### config.mk
export PLATFORM = sky130hd
export DESIGN_NAME = fetch_unit
export DESIGN_NICKNAME = d
export VERILOG_FILES = /design/src/rtl/fetch_unit.sv
export SDC_FILE = /design/constraint.sdc
export NUM_CORES = 1
export LEC_CHECK = 0
export BUFFER_PORTS_ARGS = -buffer_cell sky130_fd_sc_hd__buf_2
export CORE_ASPECT_RATIO = 0.5
export CORE_UTILIZATION = 30
export CTS_BUF_LIST = sky130_fd_sc_hd__clkbuf_8 sky130_fd_sc_hd__clkbuf_16
export CTS_CLUSTER_SIZE = 16
export DETAILED_ROUTE_END_ITERATION = 16
export GPL_ROUTABILITY_DRIVEN = 1
export PLACE_DENSITY_LB_ADDON = 0.15
export SYNTH_ARGS = -nofsm -noshare
export SYNTH_HDL_FRONTEND = slang
export SYNTH_SLANG_ARGS = --single-unit
### constraint.sdc
create_clock -name clk -period 11.09 [get_ports clk]
set_input_delay 2.218 -clock clk [delete_from_list [all_inputs] [get_ports clk]]
set_output_delay 2.218 -clock clk [all_outputs]
set_load 0.1 [all_outputs]
### src/rtl/fetch_unit.sv
// Instruction fetch stage: owns the PC, picks the next fetch address and loads
// the IF/ID pipe register, plus saturating fetch performance counters.
module fetch_unit #(
  parameter int unsigned ADDR_WIDTH = 16,
  parameter int unsigned INSN_WIDTH = 32,
  parameter logic [ADDR_WIDTH-1:0] RESET_PC = '0,
  parameter int unsigned CNT_WIDTH = 32,
  parameter logic [INSN_WIDTH-1:0] NOP_INSN = '0
) (
  input  logic                  clk,
  input  logic                  reset,
  input  logic                  stall,
  input  logic                  flush_pc,
  input  logic                  flush_if_id,
  input  logic [ADDR_WIDTH-1:0] jump_address,
  input  logic                  take_branch,
  input  logic [ADDR_WIDTH-1:0] branch_predict,
  input  logic                  halt,
  input  logic [INSN_WIDTH-1:0] imem_rdata,
  output logic [ADDR_WIDTH-1:0] pc,
  output logic                  if_id_valid,
  output logic [INSN_WIDTH-1:0] if_id_instruction,
  output logic [ADDR_WIDTH-1:0] if_id_pc,
  output logic                  if_id_branch_taken,
  output logic [ADDR_WIDTH-1:0] if_id_branch_taken_address,
  output logic                  halted,
  output logic [CNT_WIDTH-1:0]  fetch_count,
  output logic [CNT_WIDTH-1:0]  redirect_count,
  output logic [CNT_WIDTH-1:0]  predict_count
);

  typedef enum logic [1:0] {
    ST_BOOT = 2'd0,
    ST_RUN  = 2'd1,
    ST_HALT = 2'd2
  } state_e;

  state_e                state_q, state_d;
  logic [ADDR_WIDTH-1:0] pc_q, pc_d;
  logic                  valid_q, valid_d;
  logic [INSN_WIDTH-1:0] insn_q, insn_d;
  logic [ADDR_WIDTH-1:0] if_pc_q, if_pc_d;
  logic                  taken_q, taken_d;
  logic [ADDR_WIDTH-1:0] taken_addr_q, taken_addr_d;
  logic                  halted_q, halted_d;
  logic [CNT_WIDTH-1:0]  fetch_cnt_q, fetch_cnt_d;
  logic [CNT_WIDTH-1:0]  redir_cnt_q, redir_cnt_d;
  logic [CNT_WIDTH-1:0]  pred_cnt_q, pred_cnt_d;

  logic redirect;
  logic fetch_ok;

  // Next-state, next-PC, IF/ID and counter update
  always_comb begin
    state_d      = state_q;
    pc_d         = pc_q;
    valid_d      = valid_q;
    insn_d       = insn_q;
    if_pc_d      = if_pc_q;
    taken_d      = taken_q;
    taken_addr_d = taken_addr_q;
    fetch_cnt_d  = fetch_cnt_q;
    redir_cnt_d  = redir_cnt_q;
    pred_cnt_d   = pred_cnt_q;

    redirect = flush_pc && (state_q != ST_BOOT);
    fetch_ok = (state_q == ST_RUN) && !halt;

    if (redirect) begin
      pc_d = jump_address;
    end else if (!stall && fetch_ok) begin
      pc_d = take_branch ? branch_predict : pc_q + ADDR_WIDTH'(1);
    end

    if (flush_if_id || (!stall && !fetch_ok)) begin
      valid_d      = 1'b0;
      insn_d       = NOP_INSN;
      if_pc_d      = '0;
      taken_d      = 1'b0;
      taken_addr_d = '0;
    end else if (!stall) begin
      valid_d      = 1'b1;
      insn_d       = imem_rdata;
      if_pc_d      = pc_q;
      taken_d      = take_branch;
      taken_addr_d = take_branch ? branch_predict : '0;
      if (fetch_cnt_q != '1) fetch_cnt_d = fetch_cnt_q + CNT_WIDTH'(1);
      if (take_branch && (pred_cnt_q != '1)) pred_cnt_d = pred_cnt_q + CNT_WIDTH'(1);
    end

    if (redirect && (redir_cnt_q != '1)) redir_cnt_d = redir_cnt_q + CNT_WIDTH'(1);

    // HALT may sit on a mispredicted path, so only a redirect releases it
    case (state_q)
      ST_BOOT: state_d = ST_RUN;
      ST_RUN:  if (halt && !flush_pc && !stall) state_d = ST_HALT;
      ST_HALT: if (flush_pc) state_d = ST_RUN;
      default: state_d = ST_BOOT;
    endcase

    halted_d = (state_d == ST_HALT);
  end

  always_ff @(posedge clk or posedge reset) begin
    if (reset) begin
      state_q      <= ST_BOOT;
      pc_q         <= RESET_PC;
      valid_q      <= 1'b0;
      insn_q       <= NOP_INSN;
      if_pc_q      <= '0;
      taken_q      <= 1'b0;
      taken_addr_q <= '0;
      halted_q     <= 1'b0;
      fetch_cnt_q  <= '0;
      redir_cnt_q  <= '0;
      pred_cnt_q   <= '0;
    end else begin
      state_q      <= state_d;
      pc_q         <= pc_d;
      valid_q      <= valid_d;
      insn_q       <= insn_d;
      if_pc_q      <= if_pc_d;
      taken_q      <= taken_d;
      taken_addr_q <= taken_addr_d;
      halted_q     <= halted_d;
      fetch_cnt_q  <= fetch_cnt_d;
      redir_cnt_q  <= redir_cnt_d;
      pred_cnt_q   <= pred_cnt_d;
    end
  end

  assign pc                         = pc_q;
  assign if_id_valid                = valid_q;
  assign if_id_instruction          = insn_q;
  assign if_id_pc                   = if_pc_q;
  assign if_id_branch_taken         = taken_q;
  assign if_id_branch_taken_address = taken_addr_q;
  assign halted                     = halted_q;
  assign fetch_count                = fetch_cnt_q;
  assign redirect_count             = redir_cnt_q;
  assign predict_count              = pred_cnt_q;

endmodule
==> results of run 1 <==
==> per-stage QoR <==
| stage | power, mW | area [µm²] |
|---|---|---|
| 2_1_floorplan | 1.21 | 8090 |
| 3_3_place_gp | 1.32 | 9700 |
| 3_5_place_dp | 1.33 | 9700 |
| 4_1_cts | 1.93 | 10300 |
| 5_1_grt | 1.98 | 10300 |
| 6_report | 1.90 | 10300 |
==> path summary, 6_finish.rpt <==
kind                                          from                              to  slack, ps
max in group asynchronous                    reset    predict_count[3]$_DFFE_PP0P_       7930
max                                           halt    predict_count[1]$_DFFE_PP0P_       6550
min reg2reg                if_id_pc[5]$_DFFE_PP0P_         if_id_pc[5]$_DFFE_PP0P_        480
min                        if_id_pc[5]$_DFFE_PP0P_         if_id_pc[5]$_DFFE_PP0P_        480
min in group asynchronous                    reset  redirect_count[20]$_DFFE_PP0P_       1880
max reg2reg                   state_q[1]$_DFF_PP0_    predict_count[1]$_DFFE_PP0P_       7910
==> worst max-delay path: stages <==
cell and delay [ps]:
buf_2 110, or4b_1 740, nor2_2 690, o31a_1 700
mux2_2 400
==> cell families (layout without fill, tap and decap cells) <==
logic type / Yosys count / count (layout) / share of synthesized area
fa+ha+maj: 4 / 4 / 0.00619
mux: 10 / 10 / 0.0128
flops: 181 / 181 / 0.560
other cells: 0 / 4 / 0
buf+inv: 42 / 297 / 0.0213
xor+xnor: 100 / 100 / 0.108
compound gates: 137 / 137 / 0.129
simple gates: 245 / 245 / 0.162
==> state kept, by name (all words and copies together) (netlist names) <==
signal	count
predict_count	32
pc	16
if_id_branch_taken_address	16
if_id_valid	1
redirect_count	32
if_id_branch_taken	1
halted	1
fetch_count	32
state_q	2
if_id_instruction	32
if_id_pc	16
==> placed cells by master, fill, tap and decap left out, types with 17 or more instances in the layout <==
cell type / Yosys / final
buf_2: 3 / 249
dfrtp_1: 181 / 181
xnor2_1: 64 / 64
a22o_1: 63 / 63
nand2_1: 47 / 47
nand4_1: 43 / 43
nor2_1: 38 / 37
xor2_1: 36 / 36
nand3_1: 33 / 33
o21ai_0: 27 / 26
nor3_1: 22 / 22
and3_1: 17 / 17
clkbuf_16: 0 / 17
==> power breakdown <==
| part | internal (mW) | switching (mW) | total [mW] |
|---|---|---|---|
| Clock | 0.320 | 0.272 | 0.592 |
| Sequential | 0.706 | 0.0656 | 0.772 |
| Combinational | 0.0918 | 0.446 | 0.538 |
| Total | 1.12 | 0.783 | 1.90 |
==> routing by layer <==
metal,share of wire,vias to the layer above,routed length (µm)
met5,0,-,0
met4,0.025,0,580
met1,0.46,3345,10700
met2,0.49,130,11400
met3,0.028,27,665
li1,-,3125,-
==> cell type report <==
cell class	instances	area (µm²)	area share
Timing Repair Buffer	253	1280	0.124
Inverter	12	50.0	0.00487
Multi-Input combinational cell	496	3400	0.331
Sequential cell	181	4530	0.441
Clock buffer	19	453	0.0441
Clock inverter	13	108	0.0105
Tap cell	352	440	0.0429
Antenna cell	4	10.0	0.000975
==> results by group, run 1 <==
Status
  – Status: complete, no violations

Power
  – VDD IR max: 123 µV
  – Power per cell area: 185 mW/mm²
  – P_leak: 5.15 nW

Final layout
  – Fillers: 2673
  – Share of layout cells above drive strength 1: 0.306
  – Final Non-Filler Cells: 1330
  – NumNets Final: 1036
  – Final core utilization: 0.388
  – Area Growth Syn to Fin: 26.9%

CTS
  – Clock buffer count from CTS: 17
  – CTS sink cnt: 181
  – Hold buffer count at cts: 0
  – Resize count post-CTS: 0
  – CTS tree: done
  – Post-CTS Setup Bufs: 0
  – CTS Buffer Depth: 2
  – Worst-Skew Late Latency: 440 ps
  – CTS Root Cell: clkbuf_16
  – Clock transition at path regs: 70 ps
  – Htree depth: 4

Worst setup path
  – Setup CP Type: in2reg
  – Critical Path RT: 11420 ps
  – CP max FO: 17
  – Startpoint types: input port
  – CP arrival: 4870 ps
  – Reg2reg path depth: 4
  – Worst Setup End Kind: flip-flop

Logic synthesis
  – Top-count cell post-synth: dfrtp_1
  – Synth cell types: 54
  – Seq cells post-synth: 181
  – Prevailing post-synth register cell: dfrtp_1
  – Post-synth EDFFs: 0
  – Post-Syn Instances: 719
  – Post-synthesis sequential area ratio: 0.560
  – Total nets after synthesis: 794
  – Yosys warnings: 0
  – Synth async-reset ratio: 1.00
  – Mapped Area: 0.00809 mm²
  – Top cell type's share of synthesized area: 0.560
  – Top cells by area, synth: dfrtp_1, xnor2_1, a22o_1
  – Syn avg cell area: 11.3 µm²
  – Post-synth top area cell: dfrtp_1
  – Synth top cells by count: dfrtp_1, xnor2_1, a22o_1, nand2_1, nand4_1

Timing
  – Setup TNS after final layout: 0 ps
  – Minimum clock period: 4540 ps
  – Hold_ws: 482 ps
  – Final Setup Violations: 0
  – Post-route setup slack: 6550 ps
  – RSZ-0062 raised after global routing: no
  – Slew @ Worst Pin: 1190 ps
  – Fin crit share: 0.409
  – Clk_skew: 13.8 ps
  – Final Hold Vio Count: 0
  – Rel. slew slack: 0.208
  – Max-slew violation count: 0
  – Max Clk Rate: 0.220 GHz

Drt
  – 1st-pass router iterations: 9
  – Routed WL: 23400 µm
  – Vias per inst: 4.98
  – Wire per inst: 17.6 µm
  – Via count: 6627
  – Initial DRC count: 379
  – # DRC: 0
  – Routed Antenna Nets: 0

Global route
  – Number of global-route vias before repair: 6274
  – GR Overflow Total: 0
  – First-pass GRT wire length: 36100 µm
  – Initial antenna violation count: 4
  – M2 GR Usage: 0.274
  – Top Usage Layer GRT: met2
  – GRT met1 Usage: 0.223
  – Largest net degree at the start of global routing: 76
  – GRT Total Usage: 0.170
  – GR Util met3: 0.0333

Placed design
  – GP Congestion: 0.811
  – Placed cells: 1294
  – DP Wirelength: 16700 µm
  – Post-Place Worst Slack: 6080 ps
  – IO Port Bufs: 249

Die
  – Rows: 42
  – Die Span Y: 118 µm
  – Die Footprint: 0.0277 mm²
  – I/O pin cnt: 250
  – Core ar.: 0.0265 mm²
  – Die width: 234 µm
  – Starting density of the core: 0.306

Worst hold path
  – Worst hold path class: reg2reg
  – WHS Path Cells: 2

Run
  – Max Cap Viol: 0
Power figures use the tool's default switching activity.
==> inputs of run 2 (changes only) <==
==> constraint.sdc (replaced) <==
create_clock -name clk -period 4.5 [get_ports clk]
set_input_delay 0.9 -clock clk [delete_from_list [all_inputs] [get_ports clk]]
set_output_delay 0.9 -clock clk [all_outputs]
set_load 0.1 [all_outputs]
==> run 2 against run 1 <==
Critical path depth is 1 higher. Power grew 150%. Wire length shrank 1.0%. Non-clock buffer count increased by 2. Clock skew decreased by 8.3 ps. Cell count about the same. Clock power grew to 2.6 times the previous value. Combinational power up 150%. Critical path type unchanged. Largest cell class unchanged. Largest power group unchanged. Highest routed layer unchanged.
==> results by group, run 2 (synthesis gave the netlist of run 1 again) <==
Status
  – Status: complete, no violations

Power
  – Power, Total: 4.73 mW (+150%)
  – Power per cell area: 459 mW/mm² (+150%)
  – VDD IR max: 492 µV (+300%)
  – P_leak: 5.18 nW (+0.52%)

Drt
  – 1st-pass router iterations: 13 (+4)
  – Routed Antenna Nets: 0 (unchanged)
  – Via count: 6706 (+1.2%)
  – Wire per inst: 17.4 µm (-0.93%)
  – Vias per inst: 5.05 (+1.3%)
  – # DRC: 0 (unchanged)
  – Initial DRC count: 532 (+40%)
  – Routed WL: 23100 µm (-1.0%)

Timing
  – RSZ-0062 raised after global routing: no
  – Rel. slew slack: 0.251 (+0.0429)
  – Final Setup Violations: 0 (unchanged)
  – Slew @ Worst Pin: 1120 ps (-69.1 ps)
  – Post-route setup slack: 1630 ps (-4920 ps)
  – Max Clk Rate: 0.349 GHz
  – Setup TNS after final layout: 0 ps (unchanged)
  – Clk_skew: 5.44 ps (-8.35 ps)
  – Fin crit share: 0.638
  – Final Hold Vio Count: 0 (unchanged)
  – Max-slew violation count: 0 (unchanged)
  – Minimum clock period: 2870 ps

Placed design
  – IO Port Bufs: 249 (unchanged)
  – Post-Place Worst Slack: 1140 ps (-4940 ps)
  – DP Wirelength: 16300 µm (-2.5%)
  – Post-DP Area: 0.00973 mm² (+0.27%)
  – GP Congestion: 0.826 (+1.9%)

Worst hold path
  – Worst hold start: if_id_pc[5]$_DFFE_PP0P_
  – WHS Endpoint: if_id_pc[5]$_DFFE_PP0P_
  – Worst hold path class: reg2reg
  – WHS Path Cells: 2 (unchanged)

CTS
  – Clock transition at path regs: 70 ps (about the same)
  – CTS tree: done
  – Clock buffer count from CTS: 17 (unchanged)
  – Hold buffer count at cts: 0 (unchanged)
  – CTS Root Cell: clkbuf_16
  – CTS Buffer Depth: 2 (unchanged)
  – Htree depth: 4 (unchanged)
  – CTS sink cnt: 181 (unchanged)
  – Worst-Skew Late Latency: 440 ps (about the same)
  – Post-CTS Setup Bufs: 0 (unchanged)
  – Resize count post-CTS: 0 (unchanged)

Worst setup path
  – Critical Path RT: 4830 ps (-6590 ps)
  – Worst Setup End Kind: flip-flop
  – Reg2reg path depth: 5 (+1)
  – Critical path's slowest cell: or4b_1
  – Reg2Reg Launch Point: state_q[1]$_DFF_PP0_
  – Reg-to-reg slack, setup: 1670 ps (-6240 ps)
  – CP max stage delay: 780 ps (+40 ps)
  – Setup CP Type: in2reg
  – Crit-path cells: buf_2 > or4b_1 > or2_0 > a2111oi_4 > nand4_1 > xnor2_1
  – CP max FO: 9 (-8)
  – FF-to-FF End: fetch_count[22]$_DFFE_PP0P_
  – WP buf/inv: 1 (unchanged)
  – Critical path's top delay family: simple AND/OR/NAND/NOR gates
  – Startpoint types: input port
  – CP arrival: 3200 ps (-1670 ps)

Final layout
  – Most common cell after layout, fill and taps aside: buf_2
  – Fillers: 2676 (+0.11%)
  – NumNets Final: 1038 (+0.19%)
  – Commonest non-fill, non-tap cells in the layout: buf_2, dfrtp_1, xnor2_1
  – Multi-input logic area: 0.00340 mm² (unchanged)
  – Share of layout cells above drive strength 1: 0.304 (-0.00174)
  – Final core utilization: 0.389 (+0.00156)
  – Fin area: 0.0103 mm² (+0.40%)
  – Flip-flop and latch area: 0.00453 mm² (unchanged)
  – Area Growth Syn to Fin: 27.4%

Global route
  – Number of global-route vias before repair: 6329 (+0.88%)
  – Largest net degree at the start of global routing: 182 (+140%)
  – GR Overflow Total: 0 (unchanged)
  – GRT Total Usage: 0.170 (-0.000454)
  – First-pass GRT wire length: 36200 µm (+0.21%)
  – Initial antenna violation count: 4 (unchanged)

Die
  – Die Span Y: 118 µm (unchanged)
  – Die width: 234 µm (unchanged)
  – Rows: 42 (unchanged)
  – Die Footprint: 0.0277 mm² (unchanged)
  – Starting density of the core: 0.306 (unchanged)
  – Core ar.: 0.0265 mm² (unchanged)
  – I/O pin cnt: 250 (unchanged)

Run
  – Max Cap Viol: 0 (unchanged)
## run 2: area by class of cell
cell class | count | area share
Antenna cell | 4 | 0.000971
Clock buffer | 22 | 0.0479
Clock inverter | 7 | 0.00789
Multi-Input combinational cell | 496 | 0.330
Tap cell | 352 | 0.0427
Inverter | 12 | 0.00473
Timing Repair Buffer | 255 | 0.126
Sequential cell | 181 | 0.439
## run 2: worst min-delay path, cell delays in order (launching register included)
cell and delay, ps:
dfrtp_1 350, nand2_1 40, o21ai_0 60
## run 2: worst max-delay path by stage
stage | startpoint | endpoint | slack (ps) | cells past startpoint
3_3_place_gp | halt | fetch_count[22]$_DFFE_PP0P_ | 1190 | 6
2_1_floorplan | reset | fetch_count[0]$_DFFE_PP0P_ | 1280 | 1
5_1_grt | state_q[1]$_DFF_PP0_ | fetch_count[18]$_DFFE_PP0P_ | 1500 | 5
6_report | halt | fetch_count[22]$_DFFE_PP0P_ | 1630 | 6
4_1_cts | halt | fetch_count[18]$_DFFE_PP0P_ | 1630 | 6
3_5_place_dp | halt | fetch_count[22]$_DFFE_PP0P_ | 1140 | 6
## run 2: layer usage
metal	up-vias	routed length, µm	GRT usage
met5	-	0	0
met4	0	440	0.0641
met3	25	859	0.0437
met2	163	11400	0.269
met1	3383	10400	0.221
li1	3135	-	-
## run 2: where the power goes
group / switching, mW / total, mW / leakage, nW / internal [mW]
clock: 0.632 / 1.51 / 0.298 / 0.875
combinational: 1.10 / 1.32 / 2.46 / 0.229
sequential: 0.160 / 1.90 / 2.43 / 1.74
total: 1.89 / 4.73 / 5.18 / 2.85
## run 2: per-stage QoR
stage               hold WS [ps]  instances
CTS                          486       1325
global route                 501       1329
finish                       481       1329
detailed placement           474       1296
floorplan                    525        719
global placement             462       1296
